[src/rtl/display_scan_ctrl_pkg.sv]
// Shared display definitions: digit count, one-hot digit decode and anode polarity helpers.
package display_scan_ctrl_pkg;

    localparam int DISPLAY_NUM_DIGITS = 6;
    localparam int MAX_DIGITS         = 16;

    function automatic logic [MAX_DIGITS-1:0] onehot_decode(input logic [31:0] sel,
                                                            input int unsigned num_digits);
        logic [MAX_DIGITS-1:0] v;
        v = '0;
        for (int unsigned i = 0; i < MAX_DIGITS; i++) begin
            if (i < num_digits && sel == i) v[i] = 1'b1;
        end
        return v;
    endfunction

    function automatic logic [MAX_DIGITS-1:0] anode_polarity(input logic [MAX_DIGITS-1:0] vec,
                                                             input bit active_low);
        return active_low ? ~vec : vec;
    endfunction

endpackage

[src/rtl/display_scan_ctrl_pwm_dimmer.sv]
// Free-running brightness PWM: on while the counter is below the requested duty.
module pwm_dimmer #(
    parameter int PWM_W = 4
) (
    input  logic             clk,
    input  logic             rst_n,
    input  logic [PWM_W-1:0] brightness,
    output logic             pwm_on
);

    logic [PWM_W-1:0] pwm_cnt;

    always_ff @(posedge clk or negedge rst_n) begin
        if (!rst_n) pwm_cnt <= '0;
        else        pwm_cnt <= pwm_cnt + PWM_W'(1);
    end

    // Full-scale brightness bypasses the compare so it really is 100% duty.
    assign pwm_on = (brightness == '1) || (pwm_cnt < brightness);

endmodule

[src/rtl/display_scan_ctrl.sv]
// Multiplexed 7-segment digit scanner with anode dead-time, blink masking,
// PWM dimming and a frame-start strobe.
module display_scan_ctrl
    import display_scan_ctrl_pkg::*;
#(
    parameter int NUM_DIGITS       = DISPLAY_NUM_DIGITS,
    parameter int SEL_W            = 3,
    parameter int PWM_W            = 4,
    parameter bit ANODE_ACTIVE_LOW = 1'b1
) (
    input  logic                  clk,
    input  logic                  rst_n,
    input  logic                  tick,
    input  logic                  enable,
    input  logic                  blink_tick,
    input  logic [NUM_DIGITS-1:0] blink_en,
    input  logic [PWM_W-1:0]      brightness,
    output logic [SEL_W-1:0]      sel,
    output logic [NUM_DIGITS-1:0] anode,
    output logic                  frame_start
);

    localparam logic [SEL_W:0]      LAST_SEL  = (SEL_W+1)'(NUM_DIGITS-1);
    localparam logic [NUM_DIGITS-1:0] ANODE_OFF = ANODE_ACTIVE_LOW ? '1 : '0;

    logic                  pwm_on;
    logic                  blink_phase;
    logic                  sel_bad;
    logic                  dead_time;
    logic                  blink_hit;
    logic                  lit;
    logic                  frame_nxt;
    logic [SEL_W-1:0]      sel_nxt;
    logic [MAX_DIGITS-1:0] sel_onehot;
    logic [MAX_DIGITS-1:0] anode_full;
    logic [NUM_DIGITS-1:0] anode_nxt;
    logic                  pol_unused;

    pwm_dimmer #(.PWM_W(PWM_W)) u_pwm (
        .clk        (clk),
        .rst_n      (rst_n),
        .brightness (brightness),
        .pwm_on     (pwm_on)
    );

    always_comb begin
        sel_nxt   = sel;
        frame_nxt = 1'b0;
        sel_bad   = {1'b0, sel} > LAST_SEL;
        if (sel_bad) begin
            sel_nxt = '0;
        end else if (tick && enable) begin
            if ({1'b0, sel} == LAST_SEL) begin
                sel_nxt   = '0;
                frame_nxt = 1'b1;
            end else begin
                sel_nxt = sel + SEL_W'(1);
            end
        end

        // Any select change blanks the anodes for one clk so the segment mux settles.
        dead_time  = (sel_nxt != sel);
        sel_onehot = onehot_decode(32'(sel), NUM_DIGITS);
        blink_hit  = blink_phase && |(sel_onehot & MAX_DIGITS'(blink_en));
        lit        = enable && pwm_on && !blink_hit && !dead_time;
        anode_full = anode_polarity(lit ? sel_onehot : '0, ANODE_ACTIVE_LOW);
        anode_nxt  = anode_full[NUM_DIGITS-1:0];
    end

    assign pol_unused = ^anode_full;

    always_ff @(posedge clk or negedge rst_n) begin
        if (!rst_n) begin
            sel         <= '0;
            anode       <= ANODE_OFF;
            frame_start <= 1'b0;
            blink_phase <= 1'b0;
        end else begin
            sel         <= sel_nxt;
            anode       <= anode_nxt;
            frame_start <= frame_nxt;
            blink_phase <= blink_phase ^ blink_tick;
        end
    end

endmodule
[config.mk]
export PLATFORM = sky130hd
export DESIGN_NAME = display_scan_ctrl
export DESIGN_NICKNAME = d
export VERILOG_FILES = /design/src/rtl/display_scan_ctrl_pkg.sv /design/src/rtl/display_scan_ctrl_pwm_dimmer.sv /design/src/rtl/display_scan_ctrl.sv
export SDC_FILE = /design/constraint.sdc
export NUM_CORES = 1
export LEC_CHECK = 0
export CAP_MARGIN = 5
export CORE_AREA = 2 2 39 41
export CTS_BUF_LIST = sky130_fd_sc_hd__clkbuf_8 sky130_fd_sc_hd__clkbuf_16
export DETAILED_ROUTE_END_ITERATION = 7
export DIE_AREA = 0 0 41 43
export DONT_BUFFER_PORTS = 1
export PLACE_DENSITY = 0.78
export SLEW_MARGIN = 20
export SYNTH_ARGS = -nofsm -noshare
export SYNTH_HDL_FRONTEND = slang
export SYNTH_SLANG_ARGS = --single-unit
[constraint.sdc]
create_clock -name clk -period 4 [get_ports clk]
set_clock_uncertainty 0.1 [all_clocks]
set_input_delay 0.4 -clock clk [delete_from_list [all_inputs] [get_ports clk]]
set_output_delay 0.4 -clock clk [all_outputs]
set_load 0.1 [all_outputs]
==> results by group <==
Outcome
  • Outcome: completed

Power and ir drop
  • PD cells: around 820 nW/um2
  • Worst IR Drop VDD: roughly 0.62 mV
  • Leak: 0.3628 nW

Layout
  • Share of layout cells above drive strength 1: ~21%
  • Nets: 91
  • Reg area: 384.1 um2
  • Synth-to-Final Area Change: 6.547%
  • Antenna cell count: 0
  • Fin area: 814.5 um2
  • Area of the multi-input gates: roughly 330 um2
  • Fillers: ~130

Synth
  • Most frequent cell after synthesis: dfrtp_1
  • Seq/Total Area, Yosys: roughly 50%
  • Synth top cells by count: 9 x dfrtp_1, 7 x nor2_1, 6 x dfstp_2
  • Synth top area share: ~29%
  • Syn_area_per_cell: ~11 um2
  • Yosys warning count: 0
  • Commonest register cell after synthesis: dfrtp_1
  • Post-synth EDFFs: 0
  • Post-synthesis register bit count: 15
  • Synth Cell Area: approximately 760 um2
  • Mapped Cells: between 60 and 70
  • Syn Nets: 87
  • Largest area contributor in the netlist: dfrtp_1
  • Main area contributors after synthesis: dfrtp_1 29%, dfstp_2 21%, ha_1 8.2%
  • Synth unique cells: 25
  • Async SR Flop Fraction: 100.0%

Run
  • Maxcap violations: 0

Critical path
  • R2R depth: 4
  • CP Launch Type: register
  • R2R setup slack: between 1.5 and 2 ns
  • R2R Path End: anode[1]
  • Required time of the critical path: roughly 4 ns
  • Arrival @ worst endpoint: roughly 2.4 ns
  • Worst Path Max Fanout: 10
  • RR Startpoint: sel[0]
  • Crit Path Class: reg2reg
  • Worst setup EP type: register

Global routing
  • Gr ovfl total: 0
  • First-pass GRT wire length: around 2100 um
  • Antenna violations before repair: 0
  • Largest net degree at the start of global routing: 16
  • Gr usage total: between 10% and 20%
  • Vias in the first global route: approximately 470

Min path
  • Hold Path Class: in2reg
  • Hold Path Sink: blink_phase
  • Hold path start: blink_tick
  • WHS Path Cells: 1

CTS
  • TritonCTS Buffers: 3
  • Postcts setup bufs: 0
  • H-Tree Depth: 1
  • Sink Count: 15
  • Clock slew at reported path FFs: 0.06 ns
  • Clock root cell: clkbuf_8
  • CTS tree: done
  • Worst-skew pair later-pin latency: 0.25 ns
  • Post-cts resize count: 0
  • Longest Clk Path Bufs: 2

STA
  • Slew Limit Fails: 0
  • Setup Viol. Count Final: 0
  • Relative slew slack: between 20% and 30%
  • Total negative slack: 0 ns
  • Crit share post-route: ~60%
  • Achievable Freq: around 410 MHz
  • Tmin final: roughly 2.4 ns
  • RSZ-0062 raised after global routing: false
  • Final Hold Viols: 0
  • Measured slew at the worst slew-check pin: 1.160 ns

Route
  • Drt first pass iters: 3
  • Remaining DRCs: 0
  • Remaining antenna violation count: 0
  • Vias per cell: 5.709
  • Drt initial violations: 12
  • Routed via count: 491
  • Drt wl/cell: 14.85 um
  • Routed WL: about 1300 um

Place
  • Hpwl dp: approximately 950 um
  • GPL Wtd Cong: 0.6890
  • IO Port Bufs: 0
  • Placed Area: roughly 760 um2

Floorplan
  • Initial core utilization: about 55%
  • Rows: 14
  • Die Y: about 43 um
  • Area of the die: 1763 um2
  • Die Wd: 41 um
  • I/O pin cnt: 25
  • Core outline area: around 1400 um2
==> kinds of logic (layout without fill, tap and decap cells) <==
| logic type | after synthesis | count (layout) | share of synthesized area, % |
|---|---|---|---|
| and+or+nand+nor | 25 | 25 | 18.00 |
| DFF | 15 | 15 | 50.08 |
| AOI/OAI and AO/OA | 8 | 8 | 8.183 |
| buffers and inverters | 8 | 11 | 6.874 |
| adders and majority gates | 5 | 5 | 8.183 |
| xor gates and xnor gates | 5 | 5 | 5.728 |
| muxes | 1 | 1 | 2.946 |
==> stage by stage <==
stage	power (mW)	std cells	util, %	setup slack, ns	hold slack (ns)
after floorplan	0.5423	67	-	1.746	0.004409
after global placement	0.5386	81	54.79	1.634	0.004816
after detailed placement	0.5471	81	54.79	1.606	0.004727
after CTS	0.6721	86	58.77	1.589	0.1345
after global routing	0.7046	86	58.86	1.506	0.1346
final	0.6696	86	58.86	1.585	0.1401
==> state kept, by name, indices dropped and copies added (netlist names) <==
signal,flops
blink_phase,1
anode,6
u_pwm.pwm_cnt,4
frame_start,1
sel,3
==> metal layers <==
layer	routed length, um	up-vias	global-route usage [%]
li1	-	238	-
met1	522	237	23.02
met2	673	14	27.81
met3	60	2	6.283
met4	21	0	8.000
met5	0	-	0
==> critical path, cell delays in order (launching register included) <==
cell	delay, ns
dfrtp_1	1.11
mux4_2	0.61
nor2b_4	0.15
o21ai_4	0.19
nand4_1	0.12
==> report_power, final <==
part | internal, mW | total, mW | switching (mW)
sequential | 0.185 | 0.362 | 0.177
clock | 0.0680 | 0.120 | 0.0525
combinational | 0.0718 | 0.187 | 0.115
total | 0.325 | 0.670 | 0.344
==> cell type report <==
class | instances | share of cell area [%]
clock buffers | 3 | 5.069
clock inverters | 1 | 0.4608
inverters | 5 | 2.304
multi-input cells | 44 | 40.40
flip-flops and latches | 15 | 47.16
well taps | 16 | 2.458
repair buffers | 2 | 2.151
==> timing repair <==
action | CTS | global route
endpoints found under the setup margin | 0 | 0
endpoints found under the hold margin | 15 | 0
hold buffers | 1 | 0
==> cells in the final DEF (no fill, tap or decap), drive strengths merged <==
master and instances:
o21ai 2, mux4 1, inv 6, nand3b 1, nand4 3, a32o 1
nor2b 1, nor3 1, dfrtp 9, ha 5, nor2 7, xor2 4
nor3b 1, and2 1, a21oi 3, clkbuf 3, buf 1, o211ai 1
dlygate4sd3 1, nand2 3, o32ai 1, nand4b 1, xnor2 1, dfstp 6
nand3 5, nand2b 1
==> worst max path at each step <==
| stage | start | endpoint | slack, ns |
|---|---|---|---|
| finish | sel[0] | anode[1] | 1.59 |
| global route | sel[0] | anode[1] | 1.51 |
| CTS | sel[0] | anode[1] | 1.59 |
| detailed placement | sel[0] | anode[1] | 1.61 |
| global placement | sel[0] | anode[1] | 1.63 |
| floorplan | sel[0] | anode[0] | 1.75 |
Note: power is estimated with default switching activity, not from simulation.
